`config.mk`:
```
export PLATFORM = sky130hd
export DESIGN_NAME = id_stage_pipe
export DESIGN_NICKNAME = d
export VERILOG_FILES = /design/src/rtl/id_stage_pipe.sv
export SDC_FILE = /design/constraint.sdc
export NUM_CORES = 1
export LEC_CHECK = 0
export CORE_AREA = 2 2 131 133
export DETAILED_ROUTE_END_ITERATION = 8
export DIE_AREA = 0 0 133 135
export PLACE_DENSITY_LB_ADDON = 0.3
export SETUP_SLACK_MARGIN = 0.4
export SYNTH_ARGS = -nofsm -noshare
export SYNTH_HDL_FRONTEND = slang
export SYNTH_SLANG_ARGS = --single-unit
```
`constraint.sdc`:
```
create_clock -name clk -period 10.08 [get_ports clk]
set_input_delay 2.016 -clock clk [delete_from_list [all_inputs] [get_ports clk]]
set_output_delay 2.016 -clock clk [all_outputs]
set_load 0.05 [all_outputs]
```
`src/rtl/id_stage_pipe.sv`:
```
// id_stage_pipe: registered MIPS decode stage (logic, shift, LUI).
// Decodes the IF/ID instruction, resolves operands from the regfile or
// the EX/MEM bypass, stalls on hazards and holds the decoded result in
// an ID/EX register behind a valid/ready handshake.
// Build option: define ID_FWD_EN to enable EX/MEM forwarding. When it is
// undefined, any pending EX/MEM write to a source register stalls instead.
module id_stage_pipe #(
  parameter int DATA_W = 32,
  parameter int ADDR_W = 32,
  parameter int REG_AW = 5
) (
  input  logic              clk,
  input  logic              rst,
  input  logic              in_valid,
  output logic              in_ready,
  input  logic [ADDR_W-1:0] pc_i,
  input  logic [31:0]       inst_i,
  input  logic              flush_i,
  output logic              reg1_read_o,
  output logic              reg2_read_o,
  output logic [REG_AW-1:0] reg1_addr_o,
  output logic [REG_AW-1:0] reg2_addr_o,
  input  logic [DATA_W-1:0] reg1_data_i,
  input  logic [DATA_W-1:0] reg2_data_i,
  input  logic              ex_wreg_i,
  input  logic              ex_is_load_i,
  input  logic [REG_AW-1:0] ex_wd_i,
  input  logic [DATA_W-1:0] ex_wdata_i,
  input  logic              mem_wreg_i,
  input  logic [REG_AW-1:0] mem_wd_i,
  input  logic [DATA_W-1:0] mem_wdata_i,
  output logic              out_valid,
  input  logic              out_ready,
  output logic [7:0]        aluop_o,
  output logic [2:0]        alusel_o,
  output logic [DATA_W-1:0] reg1_o,
  output logic [DATA_W-1:0] reg2_o,
  output logic [REG_AW-1:0] wd_o,
  output logic              wreg_o,
  output logic [ADDR_W-1:0] pc_o,
  output logic              inst_invalid_o
);

  // Shared ALU operation / result-class encodings
  localparam logic [7:0] EXE_NOP_OP   = 8'b0000_0000;
  localparam logic [7:0] EXE_AND_OP   = 8'b0010_0100;
  localparam logic [7:0] EXE_OR_OP    = 8'b0010_0101;
  localparam logic [7:0] EXE_XOR_OP   = 8'b0010_0110;
  localparam logic [7:0] EXE_NOR_OP   = 8'b0010_0111;
  localparam logic [7:0] EXE_SLL_OP   = 8'b0111_1100;
  localparam logic [7:0] EXE_SRL_OP   = 8'b0000_0010;
  localparam logic [7:0] EXE_SRA_OP   = 8'b0000_0011;
  localparam logic [2:0] EXE_RES_NOP   = 3'b000;
  localparam logic [2:0] EXE_RES_LOGIC = 3'b001;
  localparam logic [2:0] EXE_RES_SHIFT = 3'b010;

  localparam logic [5:0] OP_SPECIAL = 6'b000000;
  localparam logic [5:0] OP_ANDI    = 6'b001100;
  localparam logic [5:0] OP_ORI     = 6'b001101;
  localparam logic [5:0] OP_XORI    = 6'b001110;
  localparam logic [5:0] OP_LUI     = 6'b001111;
  localparam logic [5:0] FN_SLL     = 6'b000000;
  localparam logic [5:0] FN_SRL     = 6'b000010;
  localparam logic [5:0] FN_SRA     = 6'b000011;
  localparam logic [5:0] FN_AND     = 6'b100100;
  localparam logic [5:0] FN_OR      = 6'b100101;
  localparam logic [5:0] FN_XOR     = 6'b100110;
  localparam logic [5:0] FN_NOR     = 6'b100111;

  logic [5:0]        op;
  logic [5:0]        fn;
  logic [REG_AW-1:0] rs;
  logic [REG_AW-1:0] rt;
  logic [REG_AW-1:0] rd;

  logic [7:0]        dec_aluop;
  logic [2:0]        dec_alusel;
  logic              dec_rd1;
  logic              dec_rd2;
  logic              dec_wreg;
  logic [REG_AW-1:0] dec_wd;
  logic [DATA_W-1:0] dec_imm;
  logic              dec_bad;

  logic [DATA_W-1:0] src1;
  logic [DATA_W-1:0] src2;
  logic              hz1;
  logic              hz2;
  logic              hazard;
  logic              capture;

  assign op = inst_i[31:26];
  assign fn = inst_i[5:0];
  assign rs = REG_AW'(inst_i[25:21]);
  assign rt = REG_AW'(inst_i[20:16]);
  assign rd = REG_AW'(inst_i[15:11]);

  // Instruction decode: operation, read enables, destination, immediate
  always_comb begin
    dec_aluop  = EXE_NOP_OP;
    dec_alusel = EXE_RES_NOP;
    dec_rd1    = 1'b0;
    dec_rd2    = 1'b0;
    dec_wreg   = 1'b0;
    dec_wd     = '0;
    dec_imm    = '0;
    dec_bad    = 1'b1;
    case (op)
      OP_SPECIAL: begin
        case (fn)
          FN_AND, FN_OR, FN_XOR, FN_NOR: begin
            dec_bad    = 1'b0;
            dec_alusel = EXE_RES_LOGIC;
            dec_rd1    = 1'b1;
            dec_rd2    = 1'b1;
            dec_wreg   = 1'b1;
            dec_wd     = rd;
            case (fn)
              FN_AND:  dec_aluop = EXE_AND_OP;
              FN_OR:   dec_aluop = EXE_OR_OP;
              FN_XOR:  dec_aluop = EXE_XOR_OP;
              default: dec_aluop = EXE_NOR_OP;
            endcase
          end
          FN_SLL, FN_SRL, FN_SRA: begin
            dec_bad = 1'b0;
            // The all-zero word is the canonical NOP, not a shift of $0
            if (inst_i != 32'h0) begin
              dec_alusel = EXE_RES_SHIFT;
              dec_rd2    = 1'b1;
              dec_wreg   = 1'b1;
              dec_wd     = rd;
              dec_imm    = DATA_W'(inst_i[10:6]);
              case (fn)
                FN_SLL:  dec_aluop = EXE_SLL_OP;
                FN_SRL:  dec_aluop = EXE_SRL_OP;
                default: dec_aluop = EXE_SRA_OP;
              endcase
            end
          end
          default: dec_bad = 1'b1;
        endcase
      end
      OP_ANDI, OP_ORI, OP_XORI: begin
        dec_bad    = 1'b0;
        dec_alusel = EXE_RES_LOGIC;
        dec_rd1    = 1'b1;
        dec_wreg   = 1'b1;
        dec_wd     = rt;
        dec_imm    = DATA_W'(inst_i[15:0]);
        case (op)
          OP_ANDI: dec_aluop = EXE_AND_OP;
          OP_ORI:  dec_aluop = EXE_OR_OP;
          default: dec_aluop = EXE_XOR_OP;
        endcase
      end
      OP_LUI: begin
        // LUI is executed as OR of $0 with the shifted immediate
        dec_bad    = 1'b0;
        dec_alusel = EXE_RES_LOGIC;
        dec_aluop  = EXE_OR_OP;
        dec_rd1    = 1'b1;
        dec_wreg   = 1'b1;
        dec_wd     = rt;
        dec_imm    = DATA_W'({inst_i[15:0], 16'h0000});
      end
      default: dec_bad = 1'b1;
    endcase
  end

  assign reg1_read_o = dec_rd1;
  assign reg2_read_o = dec_rd2;
  assign reg1_addr_o = rs;
  assign reg2_addr_o = rt;

`ifdef ID_FWD_EN
  // Operand source select: $0, EX bypass (non-load), MEM bypass, regfile
  always_comb begin
    src1 = reg1_data_i;
    if (rs == '0)
      src1 = '0;
    else if (ex_wreg_i && !ex_is_load_i && ex_wd_i == rs)
      src1 = ex_wdata_i;
    else if (mem_wreg_i && mem_wd_i == rs)
      src1 = mem_wdata_i;
  end

  // Operand source select for the rt port
  always_comb begin
    src2 = reg2_data_i;
    if (rt == '0)
      src2 = '0;
    else if (ex_wreg_i && !ex_is_load_i && ex_wd_i == rt)
      src2 = ex_wdata_i;
    else if (mem_wreg_i && mem_wd_i == rt)
      src2 = mem_wdata_i;
  end

  // Only a load in EX cannot be bypassed
  assign hz1 = dec_rd1 && (rs != '0) && ex_wreg_i && ex_is_load_i && (ex_wd_i == rs);
  assign hz2 = dec_rd2 && (rt != '0) && ex_wreg_i && ex_is_load_i && (ex_wd_i == rt);
`else
  logic unused_fwd;
  assign unused_fwd = ^{ex_is_load_i, ex_wdata_i, mem_wdata_i};

  // Without bypassing, operands come straight from the regfile
  always_comb begin
    src1 = (rs == '0) ? '0 : reg1_data_i;
    src2 = (rt == '0) ? '0 : reg2_data_i;
  end

  // Any in-flight write to a source register stalls until it retires
  assign hz1 = dec_rd1 && (rs != '0) &&
               ((ex_wreg_i && ex_wd_i == rs) || (mem_wreg_i && mem_wd_i == rs));
  assign hz2 = dec_rd2 && (rt != '0) &&
               ((ex_wreg_i && ex_wd_i == rt) || (mem_wreg_i && mem_wd_i == rt));
`endif

  assign hazard   = hz1 || hz2;
  assign in_ready = !hazard && (!out_valid || out_ready);
  assign capture  = in_valid && in_ready && !flush_i;

  // ID/EX register: flush beats capture, capture beats drain
  always_ff @(posedge clk or posedge rst) begin
    if (rst) begin
      out_valid      <= 1'b0;
      aluop_o        <= EXE_NOP_OP;
      alusel_o       <= EXE_RES_NOP;
      reg1_o         <= '0;
      reg2_o         <= '0;
      wd_o           <= '0;
      wreg_o         <= 1'b0;
      pc_o           <= '0;
      inst_invalid_o <= 1'b0;
    end else if (flush_i) begin
      out_valid <= 1'b0;
    end else if (capture) begin
      out_valid      <= 1'b1;
      aluop_o        <= dec_aluop;
      alusel_o       <= dec_alusel;
      reg1_o         <= dec_rd1 ? src1 : dec_imm;
      reg2_o         <= dec_rd2 ? src2 : dec_imm;
      wd_o           <= dec_wd;
      wreg_o         <= dec_wreg;
      pc_o           <= pc_i;
      inst_invalid_o <= dec_bad;
    end else if (out_ready) begin
      out_valid <= 1'b0;
    end
  end

endmodule

```
Word-level counts from Yosys, hierarchy flattened

Cells that the tools add are included.

Input bits: 210
RAM bits: 0
Bits in registers: 115
Memories kept: 0
Latch bits: 0
Output and inout bits: 128
Logic and storage cells: 86
ROM bits: 0

Divide/modulo/power cells: 0
$lt $le $gt $ge: 0
Bitwise logic cells: 1
Add/subtract/negate cells: 0
Muxes and demuxes: 30
Shifts and indexed selects: 0
$mul: 0
Reductions and logical operators: 32
Equality and inequality tests: 14

Operators by type and width:

| kind                 | number |
|---|---|
| $mux W32             | 4 |
| $pmux W32 S3         | 1 |
| $reduce_bool A32 Y1  | 1 |
| $pmux W7 S2          | 2 |
| $eq A6 B4 Y1 const B | 4 |
| $eq A6 B6 Y1 const B | 4 |
| $pmux W7 S3          | 1 |
| $eq A5 B5 Y1         | 4 |
| $pmux W5 S2          | 2 |
| $mux W5              | 3 |
| $eq A6 B2 Y1 const B | 2 |
| $logic_not A6 Y1     | 2 |
| $pmux W2 S2          | 3 |
| $logic_and A1 B1 Y1  | 11 |
| $logic_not A5 Y1     | 2 |
| $reduce_bool A5 Y1   | 2 |
| $pmux W1 S2          | 4 |
| $reduce_or A4 Y1     | 2 |
| $mux W1              | 7 |
| $mux W7              | 1 |
| $reduce_or A7 Y1     | 1 |
| $pmux W2 S3          | 1 |
| $reduce_or A3 Y1     | 2 |
| $logic_or A1 B1 Y1   | 4 |
| other kinds (5)      | 7 |

Depth between registers and ports, before layout

Depth after elaboration: 13
Gate-level depth with buffers: 9
Depth with buffers taken out: 6

Worst setup path before layout

OpenSTA, ideal clock, no wires.

Kind: input to output
Start: in inst_i[22]
End: out reg2_read_o
Required time: 8.064 ns
Setup slack: 4.270 ns
Arrival: 3.794 ns
Stages: 5
Cells stage by stage: or4_1 -> or4_1 -> nor3_2 -> or2b_2 -> o21ai_0

Word-level cells in the longest chain between the ends: 4

Ends and longest elaborated chain:

| item                | line | text |
|---|---|---|
| from (decl)         | 17   | `input logic [31:0] inst_i,` |
| $reduce_bool A32 Y1 | 128  | `if (inst_i != 32'h0) begin` |
| $mux W1             | 128  |  |
| $pmux W1 S2         | 110  | `case (fn)` |
| $mux W1             | 108  | `case (op)` |
| to (decl)           | 20   | `output logic reg2_read_o,` |

No other way between the ends.

Worst setup path after layout

Start: in inst_i[26]
End: out reg2_read_o

Word-level cells in the longest chain between the ends: 4

Ends and longest elaborated chain:

| item                | line |
|---|---|
| $reduce_bool A32 Y1 | 128 |
| $mux W1             | 128 |
| $pmux W1 S2         | 110 |
| $mux W1 *           | 108 |

Every way passes the cells marked *; elsewhere a longest branch is shown, timed or not.

==> run metrics <==
outcome completed; WP data required 8.06 ns; post-synthesis sequential area ratio 0.4912; # hold bufs at CTS 0; Syn Inst Count between 400 and 500; pwr dens 141.9 nW/µm²; R2R Setup Slk 8.18 ns; die height 135 µm; post-synth top area share 0.4912; Clk network pwr share 0.310; Core Region between 15,000 and 20,000 µm²; root buf cell clkbuf_16; total power draw 1.233 mW; Port Buffers 270; CTS tree done; Max-Cap Viols 0; Final Skew 0.01027 ns; maximum clock insertion buffer count 2; Post-Layout Cell Count a little over 900; Synth top cells by count 110 x dfrtp_1, 70 x mux2_4, 42 x a22o_1; placed inst area 8371 µm²; sw power 383.9 µW; top_reg_cell synth dfrtp_1; all-layer global routing usage 0.1883; # diodes 0; Std-Cell Rows 47; synth-to-layout area growth 55.03%; Slowest-stage cell, CP clkdlybuf4s50_1; pin slew with the least headroom to its limit 0.9300 ns; RR Endpoint wreg_o; GP Congestion 0.7812; total congestion overflow 0; setup TNS 0 ns; postcts setup bufs 0; CP Capture Type output port; Slew Limit Headroom 0.3800; Worst-path clk slew 0.07 ns; Routed Wire Length 16,840 µm; Reg power frac 0.397; WS Path Type in -> out; Worst path max stage delay approximately 0.85 ns; Tmin final 6.840 ns; Initial DRT Pass Iterations 4; number of flops mapped to enable cells by yosys 0; drt initial violations 151; Max Fclk 146.2 MHz; end of the critical path reg2_read_o; effective utilization at floorplan 0.3416; Critical Path Most Common Cell clkdlybuf4s50_1; wire length per cell roughly 19 µm; ys async rst share 1.000; Final Hold Vio Count 0; DR vias 4,380; I/O pin count 338; post-CTS sizing 0; antenna violations before repair 0; # DRC 0; fin. max-slew vios 0; number of synthesized register bits 110; Skew-Pair Late Insertion Delay 0.36 ns; CP Cell Sequence clkdlybuf4s50_1 -> nor4_4 -> nand3_2 -> nor2_1 -> or2b_2 -> o21ai_0 -> clkdlybuf4s50_1; Static Leak 3.907 nW; Worst VDD drop 77.77 µV; total CTS buffers 9; Area contributors post-synth dfrtp_1 49%, mux2_4 19%, a22o_1 6.6%, mux2i_1 5.2%, xnor2_1 3.1%; CP max FO 6; design area 8688 µm²; post-synth top area cell dfrtp_1; R2R Path Start out_valid; largest net degree at the start of global routing between 100 and 150; CP Launch Type input port; Core Util, Final 0.5296; first-pass GRT wire length 26,060 µm; DR vias/cell 4.818; Placed Cells around 890; crit path from inst_i[26]; Post-DP HPWL 12,460 µm; Setup-failing EPs final 0; vias in the first global route 4,625; period utilisation layout 0.6786; Setup WS pre-CTS roughly 3.2 ns; Cell Int Power about 850 µW; count leader, synth dfrtp_1; H-tree level count 3; Die W approximately 130 µm; count of different cell masters after synthesis 40; Post-DRT Antenna Nets 0; worst hold path class reg -> reg; Logic pwr share 0.293; worst-case reg-to-reg path depth 4; Synthesis Warnings 0; layout cells sized above 1 0.1480; Fin Hold WS 0.4963 ns; unrepaired setup endpoints after global routing false; fin nets 894; Post-Syn Area around 5600 µm²; switching share of power 0.3114; Final WS setup 3.240 ns; Clock Sinks 110; syn_area_per_cell 12.91 µm²; die area 17,960 µm²; critical path arrival ~4.8 ns
[layout by cell type (no fill, tap or decap), types with 3 or more instances in the layout]
cell type / Yosys / layout
a21oi_1: 3 / 3
a22o_1: 42 / 42
buf_4: 18 / 4
clkbuf_16: 0 / 9
clkbuf_8: 0 / 3
clkdlybuf4s50_1: 0 / 270
dfrtp_1: 110 / 110
inv_1: 33 / 32
mux2_1: 8 / 8
mux2_4: 70 / 70
mux2i_1: 29 / 29
nand2_1: 35 / 35
nand3_1: 3 / 3
nand4_1: 5 / 5
nor2_1: 10 / 9
xnor2_1: 20 / 20
[state kept, by name, summed over array words and instances (netlist names)]
register        count
pc_o               32
reg1_o             32
reg2_o             32
wd_o                5
aluop_o             4
alusel_o            2
inst_invalid_o      1
out_valid           1
wreg_o              1
[cell families (layout without fill, tap and decap cells)]
logic type | Yosys count | count (layout) | synth area share
XOR/XNOR | 20 | 20 | 0.03126
buffers and inverters | 70 | 324 | 0.07033
flip-flops | 110 | 110 | 0.4912
multiplexers | 109 | 109 | 0.2594
AND/OR/NAND/NOR | 70 | 70 | 0.06408
other | 1 | 2 | 0.0006691
AO/OA/AOI/OAI | 54 | 54 | 0.08305
[per-layer routing]
layer  global-route usage  vias up  part of all wire
li1                     -     2006                 -
met1               0.2358     2156              0.43
met2               0.3198      198              0.49
met3              0.04580       20             0.070
met4              0.06392        0             0.018
met5                    0        -                 0
[how the worst min path moves through the flow]
stage                     slack, ns       start  cells after the start         end
final                          0.50     wd_o[4]                      1     wd_o[4]
after global routing           0.52     pc_o[7]                      1     pc_o[7]
after CTS                      0.51  reg2_o[31]                      1  reg2_o[31]
after detailed placement       0.48  reg2_o[31]                      1  reg2_o[31]
after global placement         0.48   reg1_o[0]                      1   reg1_o[0]
after floorplan                0.75  reg1_o[10]                      2  reg1_o[10]
[worst max-delay path: cells and delay by family]
| kind | cells | cell delay [ns] |
|---|---|---|
| AO/OA/AOI/OAI | 1 | 0.08 |
| buffers and inverters | 2 | 1.34 |
| AND/OR/NAND/NOR | 4 | 1.37 |
[power groups by stage]
stage / combinational (mW) / sequential [mW] / clock [mW]
floorplan: 0.104 / 0.609 / 0
global placement: 0.360 / 0.496 / 0
detailed placement: 0.362 / 0.498 / 0
CTS: 0.364 / 0.490 / 0.395
global route: 0.376 / 0.494 / 0.415
finish: 0.361 / 0.490 / 0.382
[final cells by class]
cell class / count / area [µm²]
Timing Repair Buffer: 275 / 2753
Multi-Input combinational cell: 255 / 2464
Tap cell: 220 / 275.3
Fill cell: 1383 / 7719
Clock buffer: 13 / 270.3
Sequential cell: 110 / 2753
Inverter: 33 / 126.4
Clock inverter: 3 / 47.55
Power figures use the tool's default switching activity.
